### src/rtl/param_lifo_stack.sv
// param_lifo_stack: parametrised LIFO with push-source mux, registered pop
// output, occupancy count and sticky errors; optional LIFO_HIGH_WATER_EN.
module param_lifo_stack #(
  parameter int DATA_W = 4,
  parameter int DEPTH  = 32,
  parameter int ADDR_W = $clog2(DEPTH)
) (
  input  logic              clk,
  input  logic              rst,
  input  logic              push,
  input  logic              pop,
  input  logic [DATA_W-1:0] data_in,
  input  logic [DATA_W-1:0] pc_in,
  input  logic              mux_sel,
  input  logic              err_clr,
  output logic [DATA_W-1:0] data_out,
  output logic              data_valid,
  output logic [ADDR_W:0]   count,
  output logic              full,
  output logic              empty,
  output logic              overflow,
  output logic              underflow
`ifdef LIFO_HIGH_WATER_EN
  ,
  output logic [ADDR_W:0]   high_water
`endif
);

  localparam logic [ADDR_W:0] FULL_C = (ADDR_W+1)'(DEPTH);
  localparam logic [ADDR_W:0] ONE_C  = (ADDR_W+1)'(1);

  logic [DATA_W-1:0] mem_q [DEPTH];

  logic [ADDR_W:0]   count_q, count_d;
  logic [DATA_W-1:0] dout_q, dout_d;
  logic              valid_q, valid_d;
  logic              ovf_q, ovf_d;
  logic              unf_q, unf_d;

  logic [DATA_W-1:0] push_data;
  logic [ADDR_W:0]   top_sum;
  logic [ADDR_W-1:0] top_idx;
  logic [ADDR_W-1:0] free_idx;
  logic [ADDR_W-1:0] wr_idx;
  logic              we;
  logic              is_full;
  logic              is_empty;

  assign push_data = mux_sel ? pc_in : data_in;
  assign is_full   = (count_q == FULL_C);
  assign is_empty  = (count_q == '0);
  assign top_sum   = count_q - ONE_C;
  assign top_idx   = top_sum[ADDR_W-1:0];
  assign free_idx  = count_q[ADDR_W-1:0];

  always_comb begin
    count_d = count_q;
    dout_d  = dout_q;
    valid_d = 1'b0;
    ovf_d   = ovf_q;
    unf_d   = unf_q;
    we      = 1'b0;
    wr_idx  = free_idx;
    unique case (1'b1)
      // replace top: read old top, overwrite in place
      (push && pop && !is_empty): begin
        dout_d  = mem_q[top_idx];
        valid_d = 1'b1;
        we      = 1'b1;
        wr_idx  = top_idx;
      end
      // pop on empty is ignored, push still lands
      (push && pop && is_empty): begin
        we      = 1'b1;
        count_d = count_q + ONE_C;
        unf_d   = 1'b1;
      end
      (push && !pop && !is_full): begin
        we      = 1'b1;
        count_d = count_q + ONE_C;
      end
      (push && !pop && is_full): begin
        ovf_d = 1'b1;
      end
      (pop && !push && !is_empty): begin
        dout_d  = mem_q[top_idx];
        valid_d = 1'b1;
        count_d = count_q - ONE_C;
      end
      (pop && !push && is_empty): begin
        unf_d = 1'b1;
      end
      default: begin
      end
    endcase
    if (err_clr) begin
      ovf_d = 1'b0;
      unf_d = 1'b0;
    end
  end

  always_ff @(posedge clk or posedge rst) begin
    if (rst) begin
      count_q <= '0;
      dout_q  <= '0;
      valid_q <= 1'b0;
      ovf_q   <= 1'b0;
      unf_q   <= 1'b0;
    end else begin
      count_q <= count_d;
      dout_q  <= dout_d;
      valid_q <= valid_d;
      ovf_q   <= ovf_d;
      unf_q   <= unf_d;
    end
  end

  // storage is not cleared by reset; a write is suppressed while rst is high
  always_ff @(posedge clk) begin
    if (we && !rst) begin
      mem_q[wr_idx] <= push_data;
    end
  end

  assign data_out   = dout_q;
  assign data_valid = valid_q;
  assign count      = count_q;
  assign full       = is_full;
  assign empty      = is_empty;
  assign overflow   = ovf_q;
  assign underflow  = unf_q;

`ifdef LIFO_HIGH_WATER_EN
  logic [ADDR_W:0] hw_q, hw_d;

  assign hw_d = (count_d > hw_q) ? count_d : hw_q;

  always_ff @(posedge clk or posedge rst) begin
    if (rst) begin
      hw_q <= '0;
    end else begin
      hw_q <= hw_d;
    end
  end

  assign high_water = hw_q;
`endif

endmodule
### config.mk
export PLATFORM = sky130hd
export DESIGN_NAME = param_lifo_stack
export DESIGN_NICKNAME = d
export VERILOG_FILES = /design/src/rtl/param_lifo_stack.sv
export SDC_FILE = /design/constraint.sdc
export NUM_CORES = 1
export LEC_CHECK = 0
export CORE_ASPECT_RATIO = 2
export CORE_UTILIZATION = 30
export CTS_BUF_LIST = sky130_fd_sc_hd__clkbuf_4
export DETAILED_ROUTE_END_ITERATION = 8
export HOLD_SLACK_MARGIN = 0.12
export PLACE_DENSITY = 0.46
export SLEW_MARGIN = 20
export SYNTH_ARGS = -nofsm -noshare
export SYNTH_HDL_FRONTEND = slang
export SYNTH_SLANG_ARGS = --single-unit
### constraint.sdc
create_clock -name clk -period 4.5 [get_ports clk]
set_input_delay 0.45 -clock clk [delete_from_list [all_inputs] [get_ports clk]]
set_output_delay 0.45 -clock clk [all_outputs]
set_load 0.02 [all_outputs]
## Yosys cells after proc, flatten, opt, wreduce, memory -nomap -nowiden

Memories as Yosys holds them, arrays and structs flattened. A register that Yosys moved wholly into a read port is not among the register bits.
Cells that the tools add are included.

| cells by class | value |
|---|---|
| shift-type cells | 0 |
| $mul | 0 |
| eq/ne operators | 1 |
| bitwise logic cells | 0 |
| reduce and logical (&&, ||, !) cells | 23 |
| divide/modulo/power cells | 0 |
| muxes and demuxes | 11 |
| order comparisons | 0 |
| add/subtract/negate cells | 2 |

Operator list:

| operator | number |
|---|---|
| $pmux W6 S2 | 1 |
| $logic_and A1 B1 Y1 | 10 |
| $mux W1 | 8 |
| $add A6 B1 Y6 const B | 1 |
| $eq A6 B6 Y1 const B | 1 |
| $logic_not A6 Y1 | 1 |
| $reduce_bool A2 Y1 | 3 |
| $reduce_or A2 Y1 | 3 |
| $sub A6 B1 Y6 const B | 1 |
| $logic_not A1 Y1 | 5 |
| $mux W5 | 1 |
| $mux W4 | 1 |
| $reduce_or A3 Y1 | 1 |

| storage, ports and cells | value |
|---|---|
| bits in latches | 0 |
| input port bits | 14 |
| bits in registers | 9 |
| memory bits (read-only) | 0 |
| RAM bits | 128 |
| memories kept | 1 |
| output and inout port bits | 15 |
| word-level logic and storage cells | 42 |

Memory list:

| name | depth | width | read ports | clocked after memory_dff | write ports | line | text |
|---|---|---|---|---|---|---|---|
| mem_q | 32 | 4 | 1 | 1 | 1 | 32 | `logic [DATA_W-1:0] mem_q [DEPTH];` |

## Depth between registers and ports, before layout

| logic depth | value |
|---|---|
| depth in word-level cells | 8 |
| gate-level depth with buffers | 12 |
| gate-level depth less buffers | 8 |

## Worst setup path before layout

OpenSTA, ideal clock, no wires.

| path | value |
|---|---|
| path type | reg2reg |
| from | register count_q[0] (netlist: count[0]) |
| to | memory mem_q[14][0] (enable) |
| data arrival time | 2927 ps |
| period minus slack after synthesis | 3256 ps |
| library setup time | 330 ps |
| cell stages (with the launch flop) | 11 |
| path buffers | 3 |
| setup slack | 1244 ps |
| required time | 4170 ps |
| cells stage by stage | dfrtp_1 buf_2 buf_2 inv_1 clkbuf_1 ha_1 or4b_4 o211ai_4 o21ai_1 mux2_2 nor2_1 |

| between the ends | value |
|---|---|
| longest elaborated chain between the ends | 8 |
| elaborated cells on any way between the ends | 14 |
| those cells by class | add/sub: 1; eq/ne: 1; mux: 4; reduce/logical: 8 |

Ends and longest elaborated chain:

| what | line | text |
|---|---|---|
| start, declared | 34 | `logic [ADDR_W:0] count_q, count_d;` |
| start signal, assigned | 110 | `count_q <= count_d;` |
| $eq A6 B6 Y1 / $logic_not A6 Y1 (equally long branches) | 50, 51 |  |
| $logic_not A1 Y1, on equally long branches | 78, 66 |  |
| $logic_and A1 B1 Y1, on equally long branches | 78, 66 |  |
| $reduce_or A3 Y1 (no source line) | - |  |
| $mux W1 | 64 | `unique case (1'b1)` |
| $logic_and A1 B1 Y1 | 120 | `if (we && !rst) begin` |
| $mux W1 | 120 |  |
| $mux W1 (not written as such) | 121 | `mem_q[wr_idx] <= push_data;` |
| end, declared | 32 |  |

Parallel ways exist; a longest one is shown, timed or not.

## Worst setup path in the final report

| path | value |
|---|---|
| from | register count_q[0] (netlist: count[0]) |
| to | output port empty |

| between the ends | value |
|---|---|
| longest elaborated chain between the ends | 1 |

Ends and longest elaborated chain:

| what | line | text |
|---|---|---|
| $logic_not A6 Y1 | 51 | `assign is_empty = (count_q == '0);` |
| end, declared | 20 | `output logic empty,` |

No other way between the ends.

==> flow_metrics.tcl <==
set metrics [dict create \
    clk_pin_slew_worst_paths_ns 0.12 \
    cts-htree-levels 4 \
    yosysUniqueCellTypes 51 \
    core_area_um2 20400 \
    async_flop_share_pct 9.22 \
    clock_power_share_pct 18.8 \
    clk_latency_ns 0.54 \
    outcome "finished clean" \
    min_period_ns 3.57 \
    remaining_drc_errors 0 \
    comb_power_share_pct 43.4 \
    synth_edf_count 128 \
    grt-ovfl-total 0 \
    leakage_nw 2.25 \
    setup_viol 0 \
    grt_pass1_vias 3838 \
    path_cells "inv_1 -> ha_2 -> or4b_4 -> nor2_1 -> clkdlybuf4s50_1" \
    p_int_mw 2.68 \
    netlist.area_leader.share_pct 62.0 \
    critPathSlowestCell "clkdlybuf4s50_1" \
    relSlewSlack_pct 24.2 \
    fp.dieH_um 205 \
    cts_buffer_depth 2 \
    grt_pass1_wl_mm 23.7 \
    synth_nets 418 \
    post_synth.cell_area_avg_um2 15.4 \
    final_nets 443 \
    worstPathRequired_ns 4.05 \
    cts_inserted_buffers 17 \
    area_delta_synth_final_pct 12.9 \
    rsz0062_at_grt "false" \
    cts_sinks 141 \
    start_kind "flop" \
    fin_ws_ns 0.933 \
    synth.most_common_cell "edfxtp_1" \
    max_stage_delay_ns 0.63 \
    final-hold-violation-count 0 \
    cts_hold_buffers 0 \
    ir_worst_vdd_v 0.000271 \
    place_ws_ns 1.03 \
    synthFlopType "edfxtp_1" \
    grt_max_degree 47 \
    min_path_type "input pin to asynchronous set/reset pin" \
    synth_seq_cells 141 \
    synthTopCellsByArea "edfxtp_1, mux4_2, dfrtp_1, mux2i_1, nor2_1" \
    cp_max_fo 15 \
    drv_cap 0 \
    finalCritPeriodShare_pct 79.3 \
    antenna_found_initial 1 \
    critical_path_arrival_ns 3.12 \
    post_cts_resize_count 0 \
    seq_area_frac_synth_pct 67.2 \
    final_cell_area_um2 7000 \
    viasPerCell 5.09 \
    drive_gt1_share_pct 15.5 \
    finalWirelength_mm 15.7 \
    timing_worst_setup_path_type "flop to output pin" \
    drv_slew 0 \
    start_util_pct 30.4 \
    cts_tree "built" \
    firstDrtPassIters 4 \
    worstSetupEndpointType "output pin" \
    tightest_slew_ns 1.13 \
    dpl_cell_area_um2 6720 \
    portBuffers 28 \
    ios 29 \
    switching_share_pct 38.7 \
    routedWlPerCell_um 22.3 \
    netlist_top_cells_count "edfxtp_1, nor2_1, nand3_1" \
    clock_skew_ns 0.0191 \
    drtAntennaViolNets 0 \
    vias 3589 \
    grt_usage_pct 15.7 \
    p_seq_share_pct 37.8 \
    die_width_um 104 \
    post_cts_buffers 0 \
    fillCellCount 1982 \
    drt_iter0_drc 247 \
    synth_area_um2 6200 \
    rows 74 \
    cts-root-buf "clkbuf_4" \
    switching_power_mw 1.69 \
    dieArea_um2 21300 \
    synth_top_cell_by_area "edfxtp_1" \
    fmax_mhz 280 \
    yosysWarnings 0 \
    dpl.hpwl_mm 11.1 \
    power_density_nw_per_um2 624 \
    place_congestion 0.850 \
    synthCells 402 \
    final.setup.tns_ns 0 \
]
[through the flow]
stage                     instances  power, mW  hold WS (ns)  utilization, %
after floorplan                 402       3.03         0.327               -
after global placement          674       3.56         0.485            33.0
after detailed placement        674       3.59         0.478            33.0
after CTS                       704       4.41         0.265            34.4
after global routing            705       4.59         0.315            34.4
final                           705       4.37         0.271            34.4
[power groups by stage]
stage	clock (mW)	sequential [mW]	combinational, mW
3_3_place_gp	0	1.68	1.88
3_5_place_dp	0	1.68	1.90
2_1_floorplan	0	1.65	1.38
5_1_grt	0.890	1.67	2.03
6_report	0.823	1.65	1.90
4_1_cts	0.848	1.65	1.91
[worst max-delay path: cells and delay by family, from the launching register on]
kind | cells | cell delay (ns)
adder cells (fa/ha/maj) | 1 | 0.45
buffers and inverters | 2 | 0.95
AND/OR/NAND/NOR | 2 | 0.74
flip-flops | 1 | 0.43
[sequential cells by signal (all words and copies together) (netlist names)]
register	cells
underflow	1
data_out	4
data_valid	1
overflow	1
count	6
mem_q	128
[cells in the final DEF, fill, tap and decap left out, types with 3 or more instances in the layout]
master,instances
a21oi_1,5
edfxtp_1,128
mux2_2,6
bufinv_16,3
o21ai_0,11
inv_1,7
a221o_1,4
buf_4,3
nor2b_1,7
dfrtp_1,12
o21ai_1,3
mux2i_1,24
mux4_2,24
nor3b_1,3
clkbuf_4,17
nand4_1,11
a21boi_0,4
nand3_1,28
nor2_1,39
clkinv_2,3
nand2_1,14
clkdlybuf4s50_1,28
xnor2_1,8
clkinv_1,3
nor4_1,5
[final cells by class]
| cell class | count | area (µm²) | share of cell area, % |
|---|---|---|---|
| Inverter | 8 | 30.0 | 0.429 |
| Clock inverter | 13 | 150 | 2.14 |
| Timing Repair Buffer | 31 | 303 | 4.32 |
| Antenna cell | 1 | 2.50 | 0.0357 |
| Sequential cell | 141 | 4170 | 59.6 |
| Clock buffer | 17 | 128 | 1.82 |
| Tap cell | 266 | 333 | 4.75 |
| Multi-Input combinational cell | 228 | 1890 | 26.9 |
[cells by family (layout without fill, tap and decap cells)]
group,after synthesis,after routing,synth area share [%]
muxes,54,54,13.7
and+or+nand+nor,117,117,9.42
AOI/OAI and AO/OA,44,44,5.19
adders and majority gates,2,2,0.404
buffers and inverters,33,69,2.38
other,0,1,0
DFF,141,141,67.2
xor gates and xnor gates,11,11,1.68
[metal layers]
layer	GRT usage, %	wire (µm)	part of all wire (%)	vias to the layer above
li1	-	-	-	1627
met1	15.7	5720	36	1837
met2	30.6	9030	57	98
met3	2.98	471	3.0	27
met4	7.86	528	3.4	0
met5	0	0	0	-
[worst paths after layout]
path	end	cells past startpoint	from	slack, ns
worst max-delay path	empty	5	count[0]$_DFFE_PP0P_	0.93
worst min-delay path	data_out[0]$_DFFE_PP0P_	2	rst	0.27
worst max register to register	mem_q[8][0]$_DFFE_PP_	7	count[0]$_DFFE_PP0P_	0.99
worst min register to register	data_out[2]$_DFFE_PP0P_	2	data_out[2]$_DFFE_PP0P_	0.50
max in group asynchronous	count[0]$_DFFE_PP0P_	2	rst	3.85
min in group clk	overflow$_DFFE_PP0P_	2	err_clr	0.47
Note: power is estimated with default switching activity, not from simulation.
